===== src/rtl/core_pkg.sv =====
// core_pkg: shared types for the integer write-back path.
//   XLEN      - integer data width
//   REG_ZERO  - architectural x0; writes to it are dropped
//   wb_req_t  - one completed result {rd, data}
//   wb_src_e  - producer identity, used for round-robin bookkeeping
package core_pkg;

  localparam int XLEN = 32;
  localparam logic [4:0] REG_ZERO = 5'd0;

  typedef struct packed {
    logic [4:0]      rd;
    logic [XLEN-1:0] data;
  } wb_req_t;

  typedef enum logic {
    WB_ALU = 1'b0,
    WB_LSU = 1'b1
  } wb_src_e;

endpackage


===== src/rtl/writeback_unit_if.sv =====
// writeback_unit_if: producer handshakes, register-file write port and
// decode-stage hazard query of the write-back unit.
//   alu_*/lsu_*          - valid/ready result channels from ALU and LSU
//   reg_we/writeaddr/... - registered register-file write port
//   rs1/rs2, hazard1/2   - source registers and their in-flight flags
//   idle                 - nothing queued and no write pending
interface writeback_unit_if #(
  parameter int XLEN = core_pkg::XLEN
);
  logic            alu_valid;
  logic            alu_ready;
  logic [4:0]      alu_rd;
  logic [XLEN-1:0] alu_data;
  logic            lsu_valid;
  logic            lsu_ready;
  logic [4:0]      lsu_rd;
  logic [XLEN-1:0] lsu_data;
  logic            reg_we;
  logic [4:0]      writeaddr;
  logic [XLEN-1:0] writedata;
  logic [4:0]      rs1;
  logic [4:0]      rs2;
  logic            hazard1;
  logic            hazard2;
  logic            idle;

  modport master (
    output alu_valid, alu_rd, alu_data, lsu_valid, lsu_rd, lsu_data, rs1, rs2,
    input  alu_ready, lsu_ready, reg_we, writeaddr, writedata, hazard1, hazard2, idle
  );

  modport slave (
    input  alu_valid, alu_rd, alu_data, lsu_valid, lsu_rd, lsu_data, rs1, rs2,
    output alu_ready, lsu_ready, reg_we, writeaddr, writedata, hazard1, hazard2, idle
  );
endinterface


===== src/rtl/wb_fifo.sv =====
// wb_fifo: small FIFO of write-back requests for one producer.
//   push/push_req - enqueue (caller guarantees !full)
//   pop/head      - dequeue / current oldest entry (caller guarantees !empty)
//   full/empty    - occupancy flags
//   ent_valid/ent_rd - per-slot occupancy and destination, for hazard compare
// Pointers carry one extra wrap bit so full and empty are distinguishable.
module wb_fifo
  import core_pkg::*;
#(
  parameter int DEPTH = 2
) (
  input  logic                  clk,
  input  logic                  reset,
  input  logic                  push,
  input  wb_req_t               push_req,
  output logic                  full,
  input  logic                  pop,
  output logic                  empty,
  output wb_req_t               head,
  output logic [DEPTH-1:0]      ent_valid,
  output logic [DEPTH-1:0][4:0] ent_rd
);
  localparam int AW = $clog2(DEPTH);
  localparam logic [AW:0] PTR_ONE = (AW+1)'(1);

  wb_req_t       mem [DEPTH];
  logic [AW:0]   wr_ptr;
  logic [AW:0]   rd_ptr;
  logic [AW:0]   count;
  logic [AW-1:0] offset;

  always_ff @(posedge clk or negedge reset) begin
    if (!reset) begin
      wr_ptr <= '0;
      rd_ptr <= '0;
    end else begin
      if (push) wr_ptr <= wr_ptr + PTR_ONE;
      if (pop)  rd_ptr <= rd_ptr + PTR_ONE;
    end
  end

  always_ff @(posedge clk) begin
    if (push) mem[wr_ptr[AW-1:0]] <= push_req;
  end

  assign full  = (wr_ptr[AW] != rd_ptr[AW]) && (wr_ptr[AW-1:0] == rd_ptr[AW-1:0]);
  assign empty = (wr_ptr == rd_ptr);
  assign head  = mem[rd_ptr[AW-1:0]];
  assign count = wr_ptr - rd_ptr;

  // A slot is live when its distance past the read index is below occupancy.
  always_comb begin
    ent_valid = '0;
    ent_rd    = '0;
    offset    = '0;
    for (int i = 0; i < DEPTH; i++) begin
      offset       = AW'(i) - rd_ptr[AW-1:0];
      ent_valid[i] = ({1'b0, offset} < count);
      ent_rd[i]    = mem[i].rd;
    end
  end

endmodule


===== src/rtl/writeback_unit.sv =====
// writeback_unit: merges ALU and LSU results into one register-file write
// per cycle and flags read-after-write hazards for decode.
//   clk   - core clock
//   reset - asynchronous active-low reset
//   bus   - producer channels, register-file write port, hazard query
module writeback_unit
  import core_pkg::*;
#(
  parameter int DEPTH = 2
) (
  input logic              clk,
  input logic              reset,
  writeback_unit_if.slave  bus
);
  logic                  alu_full, alu_empty, alu_push, alu_pop;
  logic                  lsu_full, lsu_empty, lsu_push, lsu_pop;
  wb_req_t               alu_head, lsu_head, pop_req;
  logic [DEPTH-1:0]      alu_ent_valid, lsu_ent_valid;
  logic [DEPTH-1:0][4:0] alu_ent_rd, lsu_ent_rd;
  wb_src_e               last_grant;
  logic                  hit1, hit2;

  // Ready is forced low during reset so nothing is accepted then.
  assign bus.alu_ready = reset && !alu_full;
  assign bus.lsu_ready = reset && !lsu_full;
  assign alu_push      = bus.alu_valid && bus.alu_ready;
  assign lsu_push      = bus.lsu_valid && bus.lsu_ready;

  wb_fifo #(.DEPTH(DEPTH)) u_alu_fifo (
    .clk(clk), .reset(reset),
    .push(alu_push), .push_req('{rd: bus.alu_rd, data: bus.alu_data}),
    .full(alu_full), .pop(alu_pop), .empty(alu_empty), .head(alu_head),
    .ent_valid(alu_ent_valid), .ent_rd(alu_ent_rd)
  );

  wb_fifo #(.DEPTH(DEPTH)) u_lsu_fifo (
    .clk(clk), .reset(reset),
    .push(lsu_push), .push_req('{rd: bus.lsu_rd, data: bus.lsu_data}),
    .full(lsu_full), .pop(lsu_pop), .empty(lsu_empty), .head(lsu_head),
    .ent_valid(lsu_ent_valid), .ent_rd(lsu_ent_rd)
  );

  // Round-robin: on contention the channel that did not win last goes.
  assign alu_pop = !alu_empty && (lsu_empty || last_grant == WB_LSU);
  assign lsu_pop = !lsu_empty && !alu_pop;
  assign pop_req = alu_pop ? alu_head : lsu_head;

  always_ff @(posedge clk or negedge reset) begin
    if (!reset) begin
      bus.reg_we    <= 1'b0;
      bus.writeaddr <= '0;
      bus.writedata <= '0;
      last_grant    <= WB_LSU;
    end else begin
      bus.reg_we <= 1'b0;
      if (alu_pop || lsu_pop) begin
        last_grant <= alu_pop ? WB_ALU : WB_LSU;
        // x0 entries are consumed but never reach the register file.
        if (pop_req.rd != REG_ZERO) begin
          bus.reg_we    <= 1'b1;
          bus.writeaddr <= pop_req.rd;
          bus.writedata <= pop_req.data;
        end
      end
    end
  end

  always_comb begin
    hit1 = bus.reg_we && (bus.writeaddr == bus.rs1);
    hit2 = bus.reg_we && (bus.writeaddr == bus.rs2);
    for (int i = 0; i < DEPTH; i++) begin
      if (alu_ent_valid[i] && alu_ent_rd[i] == bus.rs1) hit1 = 1'b1;
      if (lsu_ent_valid[i] && lsu_ent_rd[i] == bus.rs1) hit1 = 1'b1;
      if (alu_ent_valid[i] && alu_ent_rd[i] == bus.rs2) hit2 = 1'b1;
      if (lsu_ent_valid[i] && lsu_ent_rd[i] == bus.rs2) hit2 = 1'b1;
    end
  end

  assign bus.hazard1 = hit1 && (bus.rs1 != REG_ZERO);
  assign bus.hazard2 = hit2 && (bus.rs2 != REG_ZERO);
  assign bus.idle    = alu_empty && lsu_empty && !bus.reg_we;

endmodule


===== src/flat_wrapper.sv =====
// flat-port wrapper written by rule: the top's interface ports become plain ports
module writeback_unit_flat import core_pkg::*;
#(
  parameter int DEPTH = 2
)
  (clk, reset, bus_alu_valid, bus_alu_rd, bus_alu_data, bus_lsu_valid, bus_lsu_rd, bus_lsu_data, bus_rs1, bus_rs2, bus_alu_ready, bus_lsu_ready, bus_reg_we, bus_writeaddr, bus_writedata, bus_hazard1, bus_hazard2, bus_idle);
  writeback_unit_if bus_i ();
  input logic clk;
  input logic reset;
  input wire logic [$bits(bus_i.alu_valid)-1:0] bus_alu_valid;
  input wire logic [$bits(bus_i.alu_rd)-1:0] bus_alu_rd;
  input wire logic [$bits(bus_i.alu_data)-1:0] bus_alu_data;
  input wire logic [$bits(bus_i.lsu_valid)-1:0] bus_lsu_valid;
  input wire logic [$bits(bus_i.lsu_rd)-1:0] bus_lsu_rd;
  input wire logic [$bits(bus_i.lsu_data)-1:0] bus_lsu_data;
  input wire logic [$bits(bus_i.rs1)-1:0] bus_rs1;
  input wire logic [$bits(bus_i.rs2)-1:0] bus_rs2;
  output wire logic [$bits(bus_i.alu_ready)-1:0] bus_alu_ready;
  output wire logic [$bits(bus_i.lsu_ready)-1:0] bus_lsu_ready;
  output wire logic [$bits(bus_i.reg_we)-1:0] bus_reg_we;
  output wire logic [$bits(bus_i.writeaddr)-1:0] bus_writeaddr;
  output wire logic [$bits(bus_i.writedata)-1:0] bus_writedata;
  output wire logic [$bits(bus_i.hazard1)-1:0] bus_hazard1;
  output wire logic [$bits(bus_i.hazard2)-1:0] bus_hazard2;
  output wire logic [$bits(bus_i.idle)-1:0] bus_idle;
  assign bus_i.alu_valid = bus_alu_valid;
  assign bus_i.alu_rd = bus_alu_rd;
  assign bus_i.alu_data = bus_alu_data;
  assign bus_i.lsu_valid = bus_lsu_valid;
  assign bus_i.lsu_rd = bus_lsu_rd;
  assign bus_i.lsu_data = bus_lsu_data;
  assign bus_i.rs1 = bus_rs1;
  assign bus_i.rs2 = bus_rs2;
  assign bus_alu_ready = bus_i.alu_ready;
  assign bus_lsu_ready = bus_i.lsu_ready;
  assign bus_reg_we = bus_i.reg_we;
  assign bus_writeaddr = bus_i.writeaddr;
  assign bus_writedata = bus_i.writedata;
  assign bus_hazard1 = bus_i.hazard1;
  assign bus_hazard2 = bus_i.hazard2;
  assign bus_idle = bus_i.idle;
  writeback_unit #(.DEPTH(DEPTH)) u_core (.clk(clk), .reset(reset), .bus(bus_i));
endmodule

===== config.mk =====
export PLATFORM = sky130hd
export DESIGN_NAME = writeback_unit_flat
export DESIGN_NICKNAME = d
export VERILOG_FILES = /design/src/rtl/core_pkg.sv /design/src/rtl/writeback_unit_if.sv /design/src/rtl/wb_fifo.sv /design/src/rtl/writeback_unit.sv /design/src/flat_wrapper.sv
export SDC_FILE = /design/constraint.sdc
export NUM_CORES = 1
export LEC_CHECK = 0
export CELL_PAD_IN_SITES_DETAIL_PLACEMENT = 2
export CELL_PAD_IN_SITES_GLOBAL_PLACEMENT = 2
export CORE_ASPECT_RATIO = 0.75
export CORE_UTILIZATION = 36
export CTS_BUF_LIST = sky130_fd_sc_hd__clkbuf_2 sky130_fd_sc_hd__clkbuf_4 sky130_fd_sc_hd__clkbuf_8
export DETAILED_ROUTE_END_ITERATION = 8
export GPL_TIMING_DRIVEN = 1
export PLACE_DENSITY_LB_ADDON = 0.08
export REMOVE_ABC_BUFFERS = 1
export SETUP_SLACK_MARGIN = 0.5
export SLEW_MARGIN = 5
export SYNTH_ARGS = -nofsm -noshare
export SYNTH_HDL_FRONTEND = slang
export SYNTH_SLANG_ARGS = --single-unit

===== constraint.sdc =====
create_clock -name clk -period 2.84 [get_ports clk]
set_input_delay 0.426 -clock clk [delete_from_list [all_inputs] [get_ports clk]]
set_output_delay 0.426 -clock clk [all_outputs]
set_load 0.02 [all_outputs]

== Word level (Yosys, flattened, before mapping) ==
Memories as Yosys holds them, arrays and structs flattened.
Index checks and enable logic that the tools add are counted.

* Add/sub/neg operators: 10
* Magnitude comparators: 4
* Eq/ne operators: 16
* Multiplexer cells: 16
* Reduce and logical (&&, ||, !) cells: 34

{| class="wikitable"
|+ Operator list
! operator !! number
|-
| == test 5 bit || 10
|-
| 2-to-1 mux 37 bit || 1
|-
| logical AND 1 bit || 22
|-
| 2-to-1 mux 1 bit || 15
|-
| nonzero test 5 bit || 3
|-
| adder 2 x 1 -> 2 bit (second input constant) || 4
|-
| < comparator 1 x 2 -> 1 bit || 4
|-
| logical NOT 1 bit || 6
|-
| == test 2 bit || 2
|-
| subtractor 1 bit (first input constant) || 4
|-
| subtractor 2 bit || 2
|-
| == test 1 bit || 2
|-
| logical OR 1 bit || 2
|-
| inequality test 1 bit || 2
|-
| AND reduction 2 bit || 1
|}

* Flip-flop bits (word level): 47
* Bits in writable memories: 148
* Input bits: 88
* Output and inout port bits: 43
* Logic and storage cells: 90
* Memories kept: 2

{| class="wikitable"
|+ Memory list
! name !! depth !! bits a word !! rd ports !! clocked after Yosys merged registers in !! wr ports !! RTL line !! text
|-
| u_core.u_alu_fifo.mem || 2 || 37 || 3 || 0 || 1 || wb_fifo.sv:26 || <nowiki>wb_req_t mem [DEPTH];</nowiki>
|-
| u_core.u_lsu_fifo.mem || 2 || 37 || 3 || 0 || 1 || wb_fifo.sv:26 ||
|}

== Logic depth before layout (Yosys ltp) ==
* Depth after elaboration: 8
* Mapped depth: 10
* Gate-level depth less buffers: 9

== Hierarchy ==
From an unflattened synthesis, not the netlist that was laid out.

* Cell total of the unflattened synthesis: 599
* Area total of the unflattened synthesis: 8729.6 um^2

{| class="wikitable"
|+ By module, submodules not included
! module !! times used !! cells an instance !! area an instance (um^2)
|-
| wb_fifo || 2 || 148 || 3012.9
|-
| writeback_unit || 1 || 303 || 2703.8
|}

== Least setup slack after synthesis ==
No wires, ideal clock.

* Path kind: reg2reg
* Start point: register u_core.u_lsu_fifo.wr_ptr[0]
* End point: memory u_core.u_lsu_fifo.mem[1][0] in the netlist's numbering, enable pin
* Setup time: 0.434 ns
* Arrival: 2.848 ns
* Slack: -0.442 ns
* Cell stages (with the launch flop): 7
* Path buffers: 0
* Period minus slack after synthesis: 3.282 ns
* Cells stage by stage: dfrtp_1 > inv_1 > ha_1 > inv_1 > o21a_1 > nand2_1 > nor2_1

* Cells in the longest elaborated chain, start to end: 7

{| class="wikitable"
|+ Ends and longest elaborated chain
! item !! RTL line !! text
|-
| start: declaration || wb_fifo.sv:27 || <nowiki>logic [AW:0] wr_ptr;</nowiki>
|-
| start signal: assignment || wb_fifo.sv:37 || <nowiki>if (push) wr_ptr <= wr_ptr + PTR_ONE;</nowiki>
|-
| == test 1 bit || wb_fifo.sv:46 || <nowiki>assign full = (wr_ptr[AW] != rd_ptr[AW]) && (wr_ptr[AW-1:0] == rd_ptr[AW-1:0]);</nowiki>
|-
| logical AND 1 bit || wb_fifo.sv:46 ||
|-
| logical NOT 1 bit || writeback_unit.sv:25 || <nowiki>assign bus.lsu_ready = reset && !lsu_full;</nowiki>
|-
| logical AND 1 bit || writeback_unit.sv:25 ||
|-
| named net bus_lsu_ready || flat_wrapper.sv:19 || <nowiki>output wire logic [$bits(bus_i.lsu_ready)-1:0] bus_lsu_ready;</nowiki>
|-
| logical AND 1 bit || writeback_unit.sv:27 || <nowiki>assign lsu_push = bus.lsu_valid && bus.lsu_ready;</nowiki>
|-
| 2-to-1 mux 1 bit || wb_fifo.sv:43 || <nowiki>if (push) mem[wr_ptr[AW-1:0]] <= push_req;</nowiki>
|-
| 2-to-1 mux 1 bit (implied by the code) || wb_fifo.sv:43 ||
|-
| end: declaration || wb_fifo.sv:26 ||
|}

The timed path passes the listed nets, and every way through them passes these cells.

==> impl_metrics.tcl <==
set metrics [dict create \
    outcome "complete, no violations" \
    cts_buffers 17 \
    yosys.area_share.simple_pct 2.90 \
    fmax_mhz 377 \
    grt_pass1_vias 5531 \
    rows 48 \
    period_needed_ns 2.65 \
    worst_pin_slew_ns 0.580 \
    hold_path_class "input port to asynchronous set/reset pin" \
    min_period_over_period_pct 93.4 \
    crit_required_ns 2.41 \
    io_buffer_count 130 \
    core_area_sq_um 23000 \
    cap_viol_max_count 0 \
    clk_pin_slew_ns 0.11 \
    synthXorXnorAreaFrac_pct 5.91 \
    grt_max_degree 41 \
    die_h_um 135 \
    yosysSeqAreaShare_pct 66.5 \
    antenna_found_initial 1 \
    leakage_uw 0.00408 \
    grt_use_total_pct 19.5 \
    yosys_warnings 0 \
    first_pass_iters 4 \
    rsz0062_at_grt "true" \
    drive_gt1_share_pct 19.4 \
    utilization_pct 47.0 \
    ys_async_sr_fraction_pct 24.1 \
    vias 4849 \
    cts_tree "yes" \
    synth_area_leader_cell "edfxtp_1" \
    stdcell_count 975 \
    cts_num_sinks 195 \
    finalClockSkew_ns 0.0232 \
    areaGrowthSynthToFinish_pct 28.0 \
    synth-seq-cells 195 \
    ir_drop_uv 927 \
    cp_max_fo 4 \
    finalNetCount 756 \
    grt_pass1_wl_um 33700 \
    synth_mux_area_share_pct 19.4 \
    hpwl_um 14900 \
    antenna_cells 0 \
    drtAntennaViolNets 0 \
    gp_congestion 0.816 \
    synthTopCellsByArea "edfxtp_1 53%, dfrtp_1 14%, mux2i_1 13%, mux2_4 5.2%, xnor2_1 3.6%" \
    drtIter0Drc 270 \
    critPathMaxStageDelay_ns 0.52 \
    place_inst 936 \
    fp.dieArea_sq_um 24100 \
    synth_cells 511 \
    die_w_um 179 \
    relSlewSlack_pct 61.3 \
    clock_path_buffers 2 \
    critPathLaunchType "register" \
    ctsHtreeMaxLevel 4 \
    synth_top_family_by_area "multiplexers" \
    crit_type "register to output port" \
    cp.arrival_ns 2.23 \
    final_max_slew_viol_count 0 \
    avgViaCountPerCell 4.97 \
    cp_cell_sequence "xor2_1 > a221o_1 > nor4_2 > a31oi_1 > a21oi_1 > buf_4" \
    setup_viol 0 \
    grt.overflow.total 0 \
    syn_area_per_cell_sq_um 16.5 \
    synth_edf_count 148 \
    start_util_pct 36.7 \
    ys_types 36 \
    synth_compound_area_share_pct 1.88 \
    setup_tns_ns 0 \
    wl_per_cell_um 22.7 \
    synth-main-ff-cell "edfxtp_1" \
    syn_area_sq_um 8450 \
    finalHoldViolCount 0 \
    crit_slowest_cell "edfxtp_1" \
    clock_insertion_delay_worst_skew_ns 0.49 \
    p_total_uw 12700 \
    synth_fa_ha_area_share_pct 0.888 \
    drt_wl_total_um 22100 \
    ios 131 \
    root_buffer "clkbuf_8" \
    p_per_area_nw_per_um2 1180 \
    synth_top_area_share_pct 52.6 \
    route.detailed.drc 0 \
    end_kind "output port" \
]
==> state kept, by name, summed over array words and instances (netlist names), 2 cells and up <==
name and count:
u_core.bus.writeaddr 5, u_core.u_lsu_fifo.rd_ptr 2, u_core.u_lsu_fifo.mem 74, u_core.u_alu_fifo.mem 74, u_core.u_alu_fifo.wr_ptr 2, u_core.u_lsu_fifo.wr_ptr 2
u_core.bus.writedata 32, u_core.u_alu_fifo.rd_ptr 2
==> worst paths after layout <==
kind                                               from                     endpoint  slack, ns  cells past startpoint
setup reg to reg           u_core.u_alu_fifo.mem[0][34]     u_core.bus.writedata[10]       0.56                      5
hold / removal                                    reset      u_core.bus.writeaddr[0]       0.33                      2
hold reg to reg             u_core.u_alu_fifo.wr_ptr[1]  u_core.u_alu_fifo.wr_ptr[1]       0.50                      1
setup / recovery           u_core.u_lsu_fifo.mem[0][33]                  bus_hazard2       0.19                      6
max in group asynchronous                         reset      u_core.bus.writedata[0]       1.79                      3
min in group clk            u_core.u_alu_fifo.wr_ptr[1]  u_core.u_alu_fifo.wr_ptr[1]       0.50                      1
==> cell families after synthesis <==
kind of cell / after synthesis
xor+xnor: 57
fa+ha+maj: 6
buf+inv: 40
compound gates: 18
simple gates: 47
flops: 195
mux: 148
==> per-stage QoR <==
| stage | cell area (sq um) | setup WS (ns) | hold WS (ns) |
|---|---|---|---|
| 2_1_floorplan | 8280 | -1.84 | 0.130 |
| 3_3_place_gp | 10200 | -0.0199 | 0.280 |
| 6_report | 10800 | 0.188 | 0.327 |
| 4_1_cts | 10700 | 0.179 | 0.277 |
| 3_5_place_dp | 10200 | -0.0750 | 0.280 |
| 5_1_grt | 10800 | 0.0431 | 0.283 |
==> cell usage after synthesis (all sizes together), types with 2 or more instances <==
master  count
a21oi       3
nor3       10
mux2i     110
nand4       6
clkbuf     16
edfxtp    148
a31oi       2
nor4        6
mux2       38
buf        12
nor2        9
xnor2      35
xor2       22
o21a        4
nand2       9
ha          6
or4         3
inv        12
dfrtp      46
a221o       2
==> where the power goes <==
part	switching [uW]	leakage, uW	internal [uW]
Clock	1140	0.000207	750
Combinational	3140	0.00198	3360
Sequential	444	0.00189	3880
Total	4730	0.00408	8000
==> what timing repair did <==
item | CTS | global route
pin swaps | 9 | 5
buffers inserted | 3 | 3
endpoints found under the setup margin | 5 | 39
gates resized for setup | 30 | 12
hold buffers | 1 | 0
hold endpoints to repair | 1 | 0
==> layout make-up <==
cell class	count	area, sq um
Fill cell	2176	12200
Sequential cell	195	5620
Multi-Input combinational cell	276	2760
Timing Repair Buffer	160	1590
Tap cell	300	375
Clock buffer	17	234
Clock inverter	15	191
Inverter	12	45.0
==> metal layers <==
metal | part of all wire, % | global-route usage (%) | vias to the layer above
met5 | 0.059 | 0 | -
met3 | 4.9 | 4.14 | 18
met4 | 1.2 | 5.60 | 2
met2 | 47 | 31.2 | 111
li1 | - | - | 2209
met1 | 47 | 26.6 | 2509
==> critical path: cells and delay by family (launching register included) <==
kind | cells | cell delay [ns]
buf+inv | 1 | 0.17
compound gates | 3 | 0.53
flops | 1 | 0.52
simple gates | 1 | 0.30
xor+xnor | 1 | 0.22
==> cell usage in the layout, fill, tap and decap left out, drive strengths merged, types with 2 or more instances in the layout <==
| cell type | instances |
|---|---|
| a21oi | 3 |
| a221o | 2 |
| a31oi | 2 |
| buf | 33 |
| clkbuf | 17 |
| clkdlybuf4s50 | 124 |
| clkinv | 7 |
| dfrtp | 46 |
| edfxtp | 148 |
| ha | 6 |
| inv | 18 |
| mux2 | 38 |
| mux2i | 110 |
| nand2 | 9 |
| nand4 | 6 |
| nor2 | 9 |
| nor3 | 10 |
| nor4 | 6 |
| o21a | 4 |
| or4 | 3 |
| xnor2 | 35 |
| xor2 | 22 |
Note: power is estimated with default switching activity, not from simulation.
